### config.mk
export PLATFORM = sky130hd
export DESIGN_NAME = l2cache_req_arbiter
export DESIGN_NICKNAME = d
export VERILOG_FILES = /design/src/rtl/l2_arb_pkg.sv /design/src/rtl/l2_arb_age_ctr.sv /design/src/rtl/l2cache_req_arbiter.sv
export SDC_FILE = /design/constraint.sdc
export NUM_CORES = 1
export LEC_CHECK = 0
export CORE_AREA = 8 8 133 135
export DETAILED_ROUTE_END_ITERATION = 10
export DIE_AREA = 0 0 141 143
export PLACE_DENSITY = 0.81
export SLEW_MARGIN = 10
export SYNTH_ARGS = -nofsm -noshare
export SYNTH_HDL_FRONTEND = slang
export SYNTH_HIERARCHICAL = 1
export SYNTH_SLANG_ARGS = --single-unit
### constraint.sdc
create_clock -name clk -period 5.85 [get_ports clk]
set_clock_uncertainty 0.2 [all_clocks]
set_input_delay 0.585 -clock clk [delete_from_list [all_inputs] [get_ports clk]]
set_output_delay 0.585 -clock clk [all_outputs]
set_load 0.02 [all_outputs]
### src/rtl/l2_arb_pkg.sv
// Shared definitions for the L2 request arbiter: source encodings, FSM states
// and the writeback-line hazard compare.
package l2_arb_pkg;

  localparam logic [1:0] SRC_PF = 2'd0;
  localparam logic [1:0] SRC_I  = 2'd1;
  localparam logic [1:0] SRC_DR = 2'd2;
  localparam logic [1:0] SRC_DW = 2'd3;

  typedef enum logic {
    IDLE  = 1'b0,
    GRANT = 1'b1
  } state_t;

  // 33-bit compare so a line at the very top of the address space cannot wrap.
  function automatic logic in_wb_line(input logic [31:0] addr,
                                      input logic [31:0] base,
                                      input int unsigned line_bytes);
    logic [32:0] a;
    logic [32:0] lo;
    logic [32:0] hi;
    a  = {1'b0, addr};
    lo = {1'b0, base};
    hi = lo + 33'(line_bytes);
    return (a >= lo) && (a < hi);
  endfunction

endpackage

### src/rtl/l2_arb_age_ctr.sv
// Saturating starvation counter: counts lost arbitrations, clears on grant,
// flags "boosted" once it reaches LIMIT.
module l2_arb_age_ctr #(
  parameter int unsigned LIMIT = 8
) (
  input  logic clk,
  input  logic rstn,
  input  logic inc,
  input  logic clr,
  output logic boosted
);

  localparam int W = $clog2(LIMIT + 1);
  localparam logic [W-1:0] LIM = W'(LIMIT);

  logic [W-1:0] cnt;

  // NOTE: sequential state is written with non-blocking assignments only, so every
  // flop samples the pre-edge values of its neighbours regardless of block order.
  always_ff @(posedge clk) begin
    if (!rstn) begin
      cnt <= '0;
    end else if (clr) begin
      cnt <= '0;
    end else if (inc && (cnt != LIM)) begin
      cnt <= cnt + W'(1);
    end
  end

  assign boosted = (cnt == LIM);

endmodule

### src/rtl/l2cache_req_arbiter.sv
// Front-end arbiter for the shared L2 port: picks cacop / Dcache / Icache / prefetch,
// holds the grant until L2 accepts, ages I and PF, and blocks Dcache writes into the line being written back.
module l2cache_req_arbiter
  import l2_arb_pkg::*;
#(
  parameter int unsigned STARVE_LIMIT = 8,
  parameter int unsigned LINE_BYTES   = 32
) (
  input  logic        clk,
  input  logic        rstn,
  input  logic        op_req,
  input  logic [31:0] op_addr,
  input  logic [31:0] op_code,
  output logic        op_ack,
  input  logic        d_req,
  input  logic        d_wr,
  input  logic [31:0] d_addr,
  input  logic [31:0] d_wdata,
  input  logic [3:0]  d_wstrb,
  input  logic [1:0]  d_size,
  input  logic        d_suc,
  output logic        d_addrok,
  input  logic        i_req,
  input  logic [31:0] i_addr,
  input  logic        i_suc,
  output logic        i_addrok,
  input  logic        pf_req,
  input  logic [31:0] pf_addr,
  input  logic        pf_type,
  output logic        pf_addrok,
  input  logic        wb_valid,
  input  logic [31:0] wb_addr,
  output logic        l2_req,
  output logic        l2_op,
  output logic [1:0]  l2_src,
  output logic [31:0] l2_addr,
  output logic [31:0] l2_wdata,
  output logic [3:0]  l2_wstrb,
  output logic [1:0]  l2_size,
  output logic        l2_suc,
  output logic [31:0] l2_opcode,
  output logic        l2_pftype,
  input  logic        l2_addrok
);

  state_t     state, state_nx;
  logic       grant_op, grant_op_nx;
  logic [1:0] grant_src, grant_src_nx;

  logic       boost_i, boost_pf;
  logic       d_hazard, d_elig;
  logic       win_valid, win_op;
  logic [1:0] win_src;
  logic       win_i, win_pf;
  logic       in_idle, in_grant, accept, pf_withdraw;

  assign in_idle  = (state == IDLE);
  assign in_grant = (state == GRANT);

  assign d_hazard = d_req & d_wr & wb_valid & in_wb_line(d_addr, wb_addr, LINE_BYTES);
  assign d_elig   = d_req & ~d_hazard;

  // NOTE: every signal driven here gets a default first, so no path leaves a
  // variable unassigned and no latch is inferred.
  always_comb begin
    win_valid = 1'b0;
    win_op    = 1'b0;
    win_src   = SRC_PF;
    if (op_req) begin
      win_valid = 1'b1;
      win_op    = 1'b1;
    end else if (i_req && boost_i) begin
      win_valid = 1'b1;
      win_src   = SRC_I;
    end else if (pf_req && boost_pf) begin
      win_valid = 1'b1;
      win_src   = SRC_PF;
    end else if (d_elig) begin
      win_valid = 1'b1;
      win_src   = d_wr ? SRC_DW : SRC_DR;
    end else if (i_req) begin
      win_valid = 1'b1;
      win_src   = SRC_I;
    end else if (pf_req) begin
      win_valid = 1'b1;
      win_src   = SRC_PF;
    end
  end

  assign win_i  = win_valid & ~win_op & (win_src == SRC_I);
  assign win_pf = win_valid & ~win_op & (win_src == SRC_PF);

  l2_arb_age_ctr #(.LIMIT(STARVE_LIMIT)) u_age_i (
    .clk     (clk),
    .rstn    (rstn),
    .inc     (in_idle & i_req & ~win_i),
    .clr     (in_idle & win_i),
    .boosted (boost_i)
  );

  l2_arb_age_ctr #(.LIMIT(STARVE_LIMIT)) u_age_pf (
    .clk     (clk),
    .rstn    (rstn),
    .inc     (in_idle & pf_req & ~win_pf),
    .clr     (in_idle & win_pf),
    .boosted (boost_pf)
  );

  // A handshake never completes while reset is asserted.
  assign accept      = in_grant & l2_addrok & rstn;
  assign pf_withdraw = in_grant & ~grant_op & (grant_src == SRC_PF) & ~pf_req & ~l2_addrok;

  always_comb begin
    state_nx     = state;
    grant_op_nx  = grant_op;
    grant_src_nx = grant_src;
    case (state)
      IDLE: begin
        if (win_valid) begin
          state_nx     = GRANT;
          grant_op_nx  = win_op;
          grant_src_nx = win_src;
        end
      end
      GRANT: begin
        if (l2_addrok || pf_withdraw) state_nx = IDLE;
      end
      default: state_nx = IDLE;
    endcase
  end

  always_ff @(posedge clk) begin
    if (!rstn) begin
      state     <= IDLE;
      grant_op  <= 1'b0;
      grant_src <= SRC_PF;
    end else begin
      state     <= state_nx;
      grant_op  <= grant_op_nx;
      grant_src <= grant_src_nx;
    end
  end

  assign l2_req    = in_grant;
  assign l2_op     = in_grant & grant_op;
  assign l2_src    = (in_grant && !grant_op) ? grant_src : SRC_PF;

  assign op_ack    = accept & grant_op;
  assign d_addrok  = accept & ~grant_op & grant_src[1];
  assign i_addrok  = accept & ~grant_op & (grant_src == SRC_I);
  assign pf_addrok = accept & ~grant_op & (grant_src == SRC_PF);

  // Payload follows the granted requester live; it holds its inputs until accepted.
  always_comb begin
    l2_addr   = '0;
    l2_wdata  = '0;
    l2_wstrb  = '0;
    l2_size   = '0;
    l2_suc    = 1'b0;
    l2_opcode = '0;
    l2_pftype = 1'b0;
    if (in_grant) begin
      if (grant_op) begin
        l2_addr   = op_addr;
        l2_opcode = op_code;
      end else begin
        case (grant_src)
          SRC_PF: begin
            l2_addr   = pf_addr;
            l2_size   = 2'd2;
            l2_pftype = pf_type;
          end
          SRC_I: begin
            l2_addr = i_addr;
            l2_size = 2'd2;
            l2_suc  = i_suc;
          end
          default: begin
            l2_addr  = d_addr;
            l2_wdata = d_wdata;
            l2_wstrb = d_wstrb;
            l2_size  = d_size;
            l2_suc   = d_suc;
          end
        endcase
      end
    end
  end

endmodule

=== Word-level counts from Yosys, hierarchy flattened ===
Index checks and enable logic that the tools add are counted.
Widths: inputs -> output; s select.

* Equal/unequal tests: 6
* Bitwise operators: 34
* Mux-type cells: 37
* Add/subtract/negate cells: 3
* Magnitude comparators: 2
* Reductions and logical operators: 14

{| class="wikitable"
|+ Operators by type and width
! kind !! count
|-
| $mux 32 || 7
|-
| $pmux 32 s2 || 1
|-
| $add 32x6->33 const B || 1
|-
| $lt 32x33->1 || 1
|-
| $ge 32x32->1 || 1
|-
| $and 1x1->1 || 25
|-
| $mux 1 || 16
|-
| $mux 2 || 8
|-
| $mux 4 || 3
|-
| $not 1->1 || 9
|-
| $add 4x1->4 const B || 2
|-
| $eq 4x4->1 const B || 2
|-
| $ne 4x4->1 const B || 2
|-
| $logic_and 1x1->1 || 6
|-
| $reduce_or 2->1 || 3
|-
| $eq 2x1->1 const B || 2
|-
| $logic_not 2->1 || 2
|-
| $pmux 1 s2 || 2
|-
| $reduce_and 2->1 || 1
|-
| $logic_not 1->1 || 1
|-
| $logic_or 1x1->1 || 1
|}

* Register bits after elaboration: 12
* Word-level logic and storage cells: 101

=== Longest topological paths before layout ===
Gate-level depths: netlist of run 1.

* Depth in word-level cells: 15
* Gate-level depth with buffers: 19
* Depth with buffers taken out: 19

=== Cells and area by module ===
Netlist of run 1, hierarchy kept.

{| class="wikitable"
|+ By module, submodules not included
! module !! instances !! seq. area each (sq um) !! cells each !! area an instance (sq um)
|-
| l2cache_req_arbiter || 1 || 80.1 || 614 || 3905.0
|-
| l2_arb_age_ctr || 2 || 80.1 || 25 || 217.7
|}

=== Least setup slack after synthesis of run 1 ===
Ideal clock, no wire load.

* Path type: input -> register
* From: in wb_addr[5]
* To: reg u_age_pf.cnt[2]
* Cell stages on the path: 19
* Setup slack: 1.494 ns
* Required time: 5.584 ns
* Data arrival time: 4.089 ns
* Library setup time: 0.066 ns
* Path buffers: 0
* Cell sequence: ha_1 > nand4_1 > nor2_1 > and3_2 > and2_1 > nand4_1 > xnor2_1 > ha_1 > nand4_1 > and3_2 > o21ai_0 > nand2_1 > a32oi_2 > o21a_4 > a211oi_1 > nor4_1 > nand2_1 > or3_1 > a21oi_2

* Word-level cells in the longest chain between the ends: 15
* Elaborated cells between the ends (all ways): 23

{| class="wikitable"
|+ RTL lines
! item !! RTL line !! text
|-
| start: declaration || l2cache_req_arbiter.sv:32 || <nowiki>input logic [31:0] wb_addr,</nowiki>
|-
| $add 32x6->33 || l2_arb_pkg.sv:24 || <nowiki>hi = lo + 33'(line_bytes);</nowiki>
|-
| $lt 32x33->1 || l2_arb_pkg.sv:25 || <nowiki>return (a >= lo) && (a < hi);</nowiki>
|-
| $logic_and 1x1->1 (*) || l2_arb_pkg.sv:25 ||
|-
| $and 1x1->1 (*) || l2cache_req_arbiter.sv:60 || <nowiki>assign d_hazard = d_req & d_wr & wb_valid & in_wb_line(d_addr, wb_addr, LINE_BYTES);</nowiki>
|-
| $not 1->1 (*) || l2cache_req_arbiter.sv:61 || <nowiki>assign d_elig = d_req & ~d_hazard;</nowiki>
|-
| $and 1x1->1 (*) || l2cache_req_arbiter.sv:61 ||
|-
| $mux 1 / $mux 2 (equally long branches) || l2cache_req_arbiter.sv:78 || <nowiki>end else if (d_elig) begin</nowiki>
|-
| $mux 1 / $mux 2 (equally long branches) || l2cache_req_arbiter.sv:75 || <nowiki>end else if (pf_req && boost_pf) begin</nowiki>
|-
| $mux 1 / $mux 2 (equally long branches) || l2cache_req_arbiter.sv:72 || <nowiki>end else if (i_req && boost_i) begin</nowiki>
|-
| $mux 1 / $mux 2 (equally long branches) || l2cache_req_arbiter.sv:69 || <nowiki>if (op_req) begin</nowiki>
|-
| $and 1x1->1 / $logic_not 2->1 (equally long branches) || l2cache_req_arbiter.sv:91 || <nowiki>assign win_pf = win_valid & ~win_op & (win_src == SRC_PF);</nowiki>
|-
| $and 1x1->1 (*) || l2cache_req_arbiter.sv:91 ||
|-
| $not 1->1 || l2cache_req_arbiter.sv:104 || <nowiki>.inc (in_idle & pf_req & ~win_pf),</nowiki>
|-
| $and 1x1->1 || l2cache_req_arbiter.sv:104 ||
|-
| $logic_and 1x1->1 || l2_arb_age_ctr.sv:25 || <nowiki>end else if (inc && (cnt != LIM)) begin</nowiki>
|-
| end signal: assignment || l2_arb_age_ctr.sv:26 || <nowiki>cnt <= cnt + W'(1);</nowiki>
|-
| end: declaration || l2_arb_age_ctr.sv:16 || <nowiki>logic [W-1:0] cnt;</nowiki>
|}

Mark *: on every way between the ends. The rest lies on a longest branch, timed or not.
A chain may end at the register's enable or synchronous reset.

=== Worst setup path in the final report of run 1 ===
Same ends and word-level chain as after synthesis.

==> summary.txt, run 1 <==
Starting Density: 0.278
aggregate global routing overflow: 0
Comb power frac: 0.692
Worst-path clk slew: 40 ps
main flop type after synthesis: dfxtp_1
Hold Path Class: flip-flop to flip-flop
WL per Instance: 18.6 microns
crit path kind: primary input to flip-flop
Period Utilization, post-route: 0.861
post-CTS setup buffer count: 0
hold path cells: 2
Final GP Congestion: 0.955
Initial DRC Count: 324
most frequent cells in the layout: 353 x clkdlybuf4s50_1, 112 x nor2_1, 84 x a21oi_1
Syn Nets: 970
first-pass GRT wire length: 33200 microns
endpoint type of the worst setup path: flip-flop
buffers added on ports: 353
TritonCTS buffer count: 3
core area: 15600 sq um
post-route insts no fill: 1205
Min Hold Slack: 308 ps
clk buf depth: 2
drt drc: 0
async set-or-reset flop fraction in the synthesized netlist: 0
Tot Pwr: 0.791 mW
status: complete, no violations
crit-path max FO: 5
placed cell count: 1199
setup TNS: 0 ps
Util after Layout: 0.521
Design Area, Final: 8130 sq um
most common cell after layout, fill and taps aside: clkdlybuf4s50_1
Worst R2R Start: grant_op
CP Data Required Time: 5830 ps
htree depth: 1
share of the yosys chip area belonging to registers: 0.0553
synth unique cells: 55
DIE AREA: 20200 sq um
Rel. slew slack: 0.277
Area Growth Syn to Fin: 87.2%
maximum vdd drop: 104 uV
routed wire length: 22500 microns
synthesized area: 4340 sq um
fill count: 1506
EDFF count, synth: 0
PwrDens: 97.3 nW/um^2
post-cts resize count: 0
synth top area cells: ha_1 18%, and3_1 10%, nor2_1 9.8%
placed cell areas: 8040 sq um
largest net degree at the start of global routing: 108
RSZ-0062 raised after global routing: false
Worst Tran Pin Value: 1080 ps
initial antenna violation count: 4
Bufs and invs on worst path: 2
leakage power: 3.46 nW
vias per std cell: 4.97
Place WS: 627 ps
Worst Setup SP: wb_addr[5]
dominant cell type by area after synthesis: ha_1
internal cell power: 0.477 mW
I/O Pins: 354
min-delay src: u_age_i/cnt[2]
Core Rows: 46
Multi-input gate area: 3780 sq um
fmax: 199 MHz
layout cells sized above 1: 0.0324
die width: 141 microns
final setup fails: 0
yosys warns: 6
critical path's slowest cell: clkdlybuf4s50_1
fin nets: 1294
Final HPWL DP: 19200 microns
root buffer cell: clkbuf_16
Avg Cell Area, Syn: 6.54 sq um
CTS tree: done
register area: 249 sq um
r2r setup slk: 3460 ps
Sw Ratio: 0.397
endpoints failing hold: 0
CP most frequent cell: nand4_1
Die H: 143 microns
ANT nets after route: 0
Reg power frac: 0.151
Hold Buf Count CTS: 0
Clock power frac: 0.157
FF+latch count, synth: 12
Cell Chain, Critical Path: clkdlybuf4s50_1 -> ha_1 -> nand4_1 -> nor2_1 -> and3_2 -> and2_1 -> nand4_1 -> xnor2_1 -> ha_1 -> nand4_1 -> and3_2 -> o21ai_0 -> nand2_1 -> a32oi_2 -> o21a_4 -> a211oi_1 -> nor4_1 -> buf_4 -> nand2_1 -> or3_1 -> a21oi_2
max-cap viol count: 0
Critical Path AT: 5020 ps
slack of the critical path: 812 ps
Cells after Synth: 664
clock sinks: 12
Clk Latency, worst-skew pair: 240 ps
vias in the first global route: 5940
critical path depth: 21
R2R cell count: 4
Top delay family on crit path: simple AND/OR/NAND/NOR gates
drt first pass iters: 5
via count: 5990
Worst Hold End: u_age_i/cnt[2]
sw power: 0.314 mW
worst r2r dst: l2_req
startpoint types: primary input
CP max stage delay: 550 ps
min cycle time layout: 5040 ps
Slew Limit Fails: 0
total track usage: 0.208
share of the synthesized area in the top cell type: 0.184
Yosys cell counts, types with 2 or more instances:
master     instances
a21oi_1           84
nand2b_1           4
dfxtp_1           12
a211o_1            3
o21ai_0           17
inv_1             46
and3_1            71
a211oi_1           7
xor2_1             2
nand4_1           19
o2111ai_1          2
a21o_1             6
inv_2              3
and4_1             2
xnor2_1           25
nor3_1             7
a31oi_1            3
o211ai_1           2
a41o_1             2
nand3_1           17
and2_1             5
mux2i_1           28
a21oi_2            2
o21a_1             3
nand3b_4           2
ha_1              64
a22oi_1            4
and3_2             2
nand2_1           35
nor2_1           113
buf_1              6
clkbuf_1          32
nor2b_1            3
or3_1              2
nor4_1             9
kinds of logic after synthesis:
logic type                 count (synthesis)  share of synthesized area
xor gates and xnor gates                  27                     0.0545
and+or+nand+nor                          297                      0.354
AOI/OAI and AO/OA                        149                      0.212
buffers and inverters                     87                     0.0752
adders and majority gates                 64                      0.184
muxes                                     28                     0.0646
DFF                                       12                     0.0553
state kept, by name, summed over array words and instances, names as in the netlist:
register and count:
grant_op 1, grant_src 2, l2_req 1, u_age_i/cnt 4, u_age_pf/cnt 4
area by class of cell:
cell class                 instances  area share
inverter                          49      0.0226
timing repair buffer             357       0.438
tap                              216      0.0333
multi-input combinational        565       0.465
clock inverter                     1    0.000462
sequential                        12      0.0306
antenna                            2    0.000616
clock buffer                       3     0.00924
worst min-delay path, delay by kind of cell (launching register included):
kind	cells	cell delay [ps]
AO/OA/AOI/OAI	1	50
AND/OR/NAND/NOR	1	80
flip-flops	1	330
layer usage:
metal / vias to the layer above / part of all wire / GRT usage
li1: 3041 / - / -
met1: 2658 / 0.40 / 0.242
met2: 259 / 0.50 / 0.373
met3: 26 / 0.079 / 0.0514
met4: 6 / 0.022 / 0.0532
met5: - / 0.0016 / 0
worst max-delay path by stage:
stage	end
floorplan	u_age_pf/cnt[2]
global placement	u_age_pf/cnt[2]
detailed placement	u_age_pf/cnt[2]
CTS	u_age_pf/cnt[2]
global route	u_age_pf/cnt[2]
finish	u_age_pf/cnt[2]
power groups by stage:
| stage | Combinational, mW | Clock [mW] | Sequential, mW |
|---|---|---|---|
| global placement | 0.539 | 0 | 0.121 |
| CTS | 0.550 | 0.127 | 0.120 |
| floorplan | 0.271 | 0 | 0.0906 |
| finish | 0.547 | 0.124 | 0.119 |
| global route | 0.599 | 0.129 | 0.123 |
| detailed placement | 0.547 | 0 | 0.121 |
Note: power is estimated with default switching activity, not from simulation.
==> run 2, diff against run 1 <==
- CORE_AREA: 8 8 133 135 -> 4 4 136 138
- DIE_AREA: 0 0 141 143 -> 0 0 140 142
- PLACE_DENSITY: 0.81 -> 0.75
- RECOVER_POWER: default -> 50
==> summary.txt, run 2 (synthesized netlist as in run 1, its figures left out) <==
CP max stage delay: 1780 ps
min cycle time layout: 5270 ps
die width: 140 microns
clock sinks: 12
largest registers: u_age_i/cnt x4, u_age_pf/cnt x4, grant_src x2
TritonCTS buffer count: 3
grt peak-use layer: met2
largest net degree at the start of global routing: 108
Final HPWL DP: 18200 microns
htree depth: 1
crit-path max FO: 34
total track usage: 0.197
max-cap viol count: 1
Hold Path Class: flip-flop to flip-flop
core area: 17200 sq um
Worst-path clk slew: 50 ps
clk buf depth: 2
met3 GRT Util: 0.0363
Die H: 142 microns
via count: 5981
vias per std cell: 4.93
setup TNS: 0 ps
buffers added on ports: 353
aggregate global routing overflow: 0
crit path kind: flip-flop to output port
Starting Density: 0.253
critical path's slowest cell: clkbuf_1
Worst Tran Pin Value: 2520 ps
most common cell after layout, fill and taps aside: clkdlybuf4s50_1
drt first pass iters: 4
Period Utilization, post-route: 0.901
Top delay family on crit path: buffers and inverters
final setup fails: 0
Final GP Congestion: 0.935
most frequent cells in the layout: 295 x clkdlybuf4s50_1, 112 x nor2_1, 84 x a21oi_1
Critical Path AT: 4490 ps
maximum vdd drop: 66.5 uV
routed wire length: 21400 microns
WL per Instance: 17.6 microns
initial antenna violation count: 2
ANT nets after route: 0
CP most frequent cell: nor2_1
Slew Limit Fails: 35
grt met2 use: 0.362
endpoint type of the worst setup path: output port
register area: 249 sq um
post-cts resize count: 0
post-CTS setup buffer count: 0
layout cells sized above 1: 0.0304
fmax: 190 MHz
post-route insts no fill: 1214
Cell Chain, Critical Path: clkbuf_1 -> inv_1 -> nor2_1 -> a22oi_1 -> nor2_1 -> a21oi_1 -> o21ai_0 -> clkdlybuf4s50_1
status: finished, violations left
Multi-input gate area: 3780 sq um
Hold Buf Count CTS: 0
DIE AREA: 19900 sq um
Util after Layout: 0.473
endpoints failing hold: 0
fin nets: 1294
Rel. slew slack: -0.682
Clk Latency, worst-skew pair: 240 ps
CP Data Required Time: 5070 ps
fill count: 1758
leakage power: 3.63 nW
drt drc: 0
met1 Usage GRT: 0.232
RSZ-0062 raised after global routing: false
startpoint types: flip-flop
first-pass GRT wire length: 31500 microns
CTS tree: done
violated checks: capacitance limit, slew limit
PwrDens: 96.9 nW/um^2
Core Rows: 48
I/O Pins: 354
slack of the critical path: 578 ps
Place WS: 491 ps
Initial DRC Count: 302
root buffer cell: clkbuf_16
Bufs and invs on worst path: 3
vias in the first global route: 5919
placed cell count: 1208
Area Growth Syn to Fin: 87.3%
==> run 2: cell count changes in the layout (fill, tap and decap cells not counted), sizes merged <==
cell,delta
buf,-2
dlygate4sd3,+58
clkdlybuf4s50,-58
clkbuf,+2
==> run 2: cell type report <==
| type | instances | share of cell area |
|---|---|---|
| diodes | 2 | 0.000616 |
| repair buffers | 357 | 0.437 |
| clock buffers | 3 | 0.00923 |
| multi-input cells | 565 | 0.464 |
| clock inverters | 1 | 0.000462 |
| well taps | 225 | 0.0346 |
| inverters | 49 | 0.0226 |
| flip-flops and latches | 12 | 0.0306 |
==> run 2: per-stage QoR <==
step / power [mW] / hold WS (ps) / area [sq um]
after floorplan: 0.362 / 270 / 4340
after global placement: 0.659 / 279 / 8050
after detailed placement: 0.667 / 296 / 8050
after CTS: 0.798 / 303 / 8130
after global routing: 0.848 / 336 / 8130
final: 0.787 / 299 / 8130
==> run 2: worst paths after layout <==
| path | end | cells past startpoint | slack, ps | from |
|---|---|---|---|---|
| worst max register to register | grant_src[0] | 5 | 2520 | grant_src[0] |
| worst min-delay path | u_age_i/cnt[2] | 2 | 300 | u_age_i/cnt[2] |
| worst min register to register | u_age_i/cnt[2] | 2 | 300 | u_age_i/cnt[2] |
| worst max-delay path | l2_addr[24] | 8 | 580 | grant_src[0] |
==> run 2: routing by layer <==
| layer | vias up | share of wire |
|---|---|---|
| met5 | - | 0 |
| met4 | 0 | 0.028 |
| met3 | 33 | 0.070 |
| met2 | 244 | 0.50 |
| met1 | 2669 | 0.41 |
| li1 | 3035 | - |
==> run 2: where the power goes <==
| group | switching, mW | leakage, nW | total [mW] | internal, mW |
|---|---|---|---|---|
| Sequential | 0.0274 | 0.0997 | 0.113 | 0.0858 |
| Combinational | 0.251 | 3.49 | 0.546 | 0.295 |
| Clock | 0.0381 | 0.0385 | 0.128 | 0.0902 |
==> run 2: worst min-delay path: cells and delay by family, from the launching register on <==
kind               cells  cell delay [ps]
AOI/OAI and AO/OA      1               50
DFF                    1              330
and+or+nand+nor        1               80
==> run 3, diff against run 2 <==
- CORE_AREA: 4 4 136 138 -> 4 4 137 139
- DIE_AREA: 0 0 140 142 -> 0 0 141 143
- DONT_BUFFER_PORTS: default -> 1
- PLACE_DENSITY: 0.75 -> 0.48
- REMOVE_ABC_BUFFERS: default -> 1
==> summary.txt, run 3 (synthesized netlist as in run 1, its figures left out) <==
Area Growth Syn to Fin: 5.74%
most frequent cells in the layout: 113 x nor2_1, 84 x a21oi_1, 71 x and3_1
Comb power frac: 0.564
CP Data Required Time: 5820 ps
largest net degree at the start of global routing: 108
worst setup path endpoint: u_age_pf/cnt[2]
Place WS: 867 ps
Reg power frac: 0.203
R2R cell count: 5
post-cts resize count: 0
setup TNS: 0 ps
Slew Limit Fails: 115
drt first pass iters: 4
Starting Density: 0.246
leakage power: 2.12 nW
Final GP Congestion: 0.846
clock sinks: 12
status: finished, violations left
internal cell power: 0.287 mW
Hold Path Class: primary input to flip-flop
Design Area, Final: 4590 sq um
die width: 141 microns
layout cells sized above 1: 0.0427
core area: 17700 sq um
clk buf depth: 2
total track usage: 0.189
crit-path max FO: 5
Sw Ratio: 0.476
slack of the critical path: 1130 ps
final setup fails: 0
endpoints failing hold: 0
startpoint types: primary input
post-CTS setup buffer count: 0
first-pass GRT wire length: 29100 microns
Critical Path AT: 4690 ps
CTS tree: done
fin nets: 940
endpoint type of the worst setup path: flip-flop
max-cap viol count: 3
Worst-path clk slew: 50 ps
maximum vdd drop: 95.1 uV
Worst Tran Pin Value: 2080 ps
I/O Pins: 354
Period Utilization, post-route: 0.806
worst r2r dst: l2_req
routed wire length: 20800 microns
most common cell after layout, fill and taps aside: nor2_1
Hold Buf Count CTS: 0
violated checks: capacitance limit, slew limit
drt drc: 0
crit path kind: primary input to flip-flop
ANT nets after route: 0
Util after Layout: 0.260
PwrDens: 119 nW/um^2
RSZ-0062 raised after global routing: false
Initial DRC Count: 160
buffers added on ports: 0
htree depth: 1
min cycle time layout: 4720 ps
Tot Pwr: 0.547 mW
initial antenna violation count: 4
r2r setup slk: 2630 ps
Core Rows: 49
number of antenna diodes: 0
placed cell areas: 4520 sq um
Clock power frac: 0.232
fmax: 212 MHz
vias in the first global route: 4461
largest registers: u_age_i/cnt x4, u_age_pf/cnt x4, grant_src x2
TritonCTS buffer count: 3
aggregate global routing overflow: 0
vias per std cell: 5.38
DIE AREA: 20200 sq um
Worst R2R Start: l2_req
Die H: 143 microns
WL per Instance: 24.1 microns
Rel. slew slack: -0.391
via count: 4639
Clk Latency, worst-skew pair: 240 ps
sw power: 0.261 mW
Final HPWL DP: 18000 microns
root buffer cell: clkbuf_16
Worst Setup SP: wb_addr[5]
## run 3: cell types whose count changed in the layout (fill, tap and decap cells not counted), sizes merged
cell           change
clkdlybuf4s50    -295
dlygate4sd3       -58
diode              -2
clkbuf             -1
## run 3: through the flow
stage          hold slack (ps)  cells
2_1_floorplan              270    626
3_3_place_gp               296    858
3_5_place_dp               292    858
4_1_cts                    298    862
5_1_grt                    306    862
6_report                   303    862
## run 3: worst max-delay path, stage by stage
cell	delay (ps)
ha_1	180
nand4_1	190
nor2_1	290
and3_2	250
and2_1	210
nand4_1	140
xnor2_1	140
ha_1	350
nand4_1	110
and3_2	210
o21ai_0	120
nand2_1	110
a32oi_2	290
o21a_4	190
a211oi_1	70
nor4_1	640
nand2_1	140
or3_1	340
a21oi_2	120
## run 3: metal layers
metal  up-vias  GRT usage  part of all wire
met5         -          0                 0
met4         0     0.0275             0.017
met3        22     0.0663             0.098
met2       201      0.353              0.50
met1      2098      0.211              0.38
li1       2318          -                 -
## run 3: final cells by class
type / count / area [sq um]
tap: 229 / 287
timing repair buffer: 3 / 18.8
sequential: 12 / 248
fill: 1999 / 13100
clock inverter: 1 / 3.75
clock buffer: 3 / 75.1
multi-input combinational: 565 / 3770
inverter: 49 / 184
## run 3: power groups by stage
stage / logic, mW / registers (mW) / clock network (mW)
final: 0.309 / 0.111 / 0.127
after global routing: 0.354 / 0.114 / 0.135
after CTS: 0.313 / 0.112 / 0.130
after detailed placement: 0.311 / 0.114 / 0
after global placement: 0.310 / 0.113 / 0
after floorplan: 0.240 / 0.113 / 0
## run 3: worst min-delay path by stage
stage / from / slack (ps) / cells after the start / endpoint
after detailed placement: u_age_pf/cnt[2] / 290 / 2 / u_age_pf/cnt[2]
after global placement: u_age_pf/cnt[2] / 300 / 2 / u_age_pf/cnt[2]
final: rstn / 300 / 1 / grant_src[0]
after floorplan: u_age_i/cnt[2] / 270 / 2 / u_age_i/cnt[2]
after global routing: rstn / 310 / 2 / grant_op
after CTS: u_age_pf/cnt[2] / 300 / 2 / u_age_pf/cnt[2]
==> edit: new RTL, config.mk and constraints of run 2 <==
Change the parameter `STARVE_LIMIT` from 8 to 32.
--- a/src/rtl/l2cache_req_arbiter.sv
+++ b/src/rtl/l2cache_req_arbiter.sv
@@ -3,7 +3,7 @@
 module l2cache_req_arbiter
   import l2_arb_pkg::*;
 #(
-  parameter int unsigned STARVE_LIMIT = 8,
+  parameter int unsigned STARVE_LIMIT = 32,
   parameter int unsigned LINE_BYTES   = 32
 ) (
   input  logic        clk,
Function: same outputs for any inputs over 4 cycles, from zero or initial values and one cycle with rstn low; that may be too few to reach the edited logic, so the function may still have changed.
==> edit against run 2 <==
  * The run still ends with capacitance limit, slew limit left
  * Routed wire length is 1.2% lower
  * Synthesized area is 4.6% higher
  * Non-clock buffer count is 2 higher
  * Setup slack worse by 0.048 ns
  * Sequential power is 26% higher
  * Critical path depth is 12 higher
  * Total power is 5.3% higher
  * Fmax is 0.91% lower
  * Sequential cell count is 4 higher
  * Design area is 2.5% higher
  * Die area stayed put
  * Core utilization is 1.2 points higher
==> edit: results <==
group,metric,value,unit
cts,cts_buffers,3,
hold_path,hp-start,"u_age_i/cnt[1]",
yosys,synthTopCellsByCount,"nor2_1, a21oi_1, and3_1",
grt,grt.met2_usage,36.7,%
yosys,synthesis.nets,994,
route,drt_pass1_iterations,4,
yosys,yosys-top-cells-area,"ha_1, and3_1, nor2_1",
final_layout,reg_top3,"u_age_i/cnt x6, u_age_pf/cnt x6, grant_src x2",
hold_path,hold_end,"u_age_i/cnt[1]",
power_and_ir_drop,internal-power,0.000505,W
grt,antenna_found_initial,0,
final_layout,antenna-diode-count,0,
critical_path,worst_ep_arrival_time,5.30,ns
critical_path,r2r_cells,4,
yosys,ys_types,54,
cts,clockBufferDepth,2,
yosys,syn_avg_cell_area,6.60,sq um
cts,root_buffer,"clkbuf_16",
placed_design,dpl_worst_slack,0.318,ns
grt,grt_util_met1,24.3,%
critical_path,crit_fanout,5,
route,vias,6151,
grt,track_usage,19.9,%
status,status,"complete, but fails checks",
cts,cts_max_level,1,
critical_path,r2r-end,"l2_req",
yosys,synth_ff_type,"dfxtp_1",
cts,clk_latency,0.25,ns
placed_design,gp_congestion,0.955,
sta,whs,0.313,ns
grt,grt_max_degree,108,
yosys,async_flop_share,0,%
power_and_ir_drop,leakagePower,3.73,nW
flow_run,cap_violations,1,
final_layout,instances_no_fill,1238,
sta,slew_violations,101,
placed_design,port_buffers,353,
hold_path,hold_path_depth,2,
critical_path,r2r_start,"grant_op",
cts,post_cts_resized,0,
grt,use_met3,3.56,%
cts,postCtsSetupBuffers,0,
critical_path,reg2reg_slack,2.00,ns
cts,clk_pin_slew,0.05,ns
route,post_drt_wl_per_cell,17.1,um
hold_path,hold_class,"reg -> reg",
placed_design,dp_hpwl,17700,um
yosys,yosysWarnings,6,
final_layout,fin_nets,1320,
grt,grt_pass1_wl,32600,um
route,drtIter0Drc,251,
final_layout,drive_gt1_share,2.86,%
status,violations,"capacitance limit, slew limit",
yosys,ys_seq_area_share,7.06,%
power_and_ir_drop,ir_drop,0.0773,mV
sta,relSlewSlack,-110,%
## edit: changes by cell type after synthesis, sizes merged, moves of 4 or more
cell / before / now
nand2: 35 / 45
dfxtp: 12 / 16
mux2i: 28 / 32
nand3: 18 / 14
nor2: 113 / 117
## edit: kinds of logic after synthesis
kind of cell    synth area share, %
simple gates                   34.9
compound gates                 20.6
buf+inv                        7.20
fa+ha+maj                      17.6
mux                            7.06
xor+xnor                       5.60
flops                          7.06
## edit: through the flow
stage	area, sq um	total power [W]
after floorplan	4540	0.000394
after global routing	8330	0.000895
after CTS	8340	0.000840
after global placement	8260	0.000694
final	8330	0.000829
after detailed placement	8260	0.000701
## edit: layer usage
layer	up-vias	routed length, um
met5	-	0
met4	0	456
met3	27	1310
met2	236	10400
met1	2768	8920
li1	3120	-
## edit: worst max path at each step
stage	start	endpoint	slack (ns)	cells past startpoint
final	wb_addr[5]	u_age_pf/cnt[5]	0.53	20
after global routing	wb_addr[5]	u_age_pf/cnt[5]	0.11	20
after CTS	wb_addr[5]	u_age_pf/cnt[5]	0.57	20
after detailed placement	wb_addr[5]	u_age_pf/cnt[5]	0.32	20
after global placement	wb_addr[5]	u_age_pf/cnt[5]	0.41	20
after floorplan	wb_addr[5]	u_age_pf/cnt[5]	1.39	19
## edit: power groups by stage
stage	sequential (W)	combinational, W	clock [W]
6_report	0.000142	0.000553	0.000134
3_5_place_dp	0.000144	0.000557	0
5_1_grt	0.000145	0.000609	0.000141
4_1_cts	0.000142	0.000560	0.000138
3_3_place_gp	0.000144	0.000550	0
2_1_floorplan	0.000119	0.000275	0
## edit: final cells by class
class / count / area [sq um]
sequential: 16 / 325
clock inverter: 1 / 3.75
fill: 1737 / 8840
clock buffer: 3 / 75.1
timing repair buffer: 359 / 3570
tap: 225 / 282
inverter: 49 / 184
multi-input combinational: 585 / 3890
## edit: critical path, cell delays in order
cell	delay, ns
clkdlybuf4s50_1	0.55
ha_1	0.24
nand4_1	0.23
nor2_1	0.23
and3_2	0.23
and2_1	0.20
nand4_1	0.13
xnor2_1	0.15
ha_1	0.35
nand4_1	0.12
and3_2	0.21
o21ai_0	0.12
nand2_1	0.11
a32oi_2	0.30
o21a_4	0.19
a211oi_1	0.07
nor4_1	0.57
nand4_2	0.20
or3_1	0.38
a21oi_1	0.14
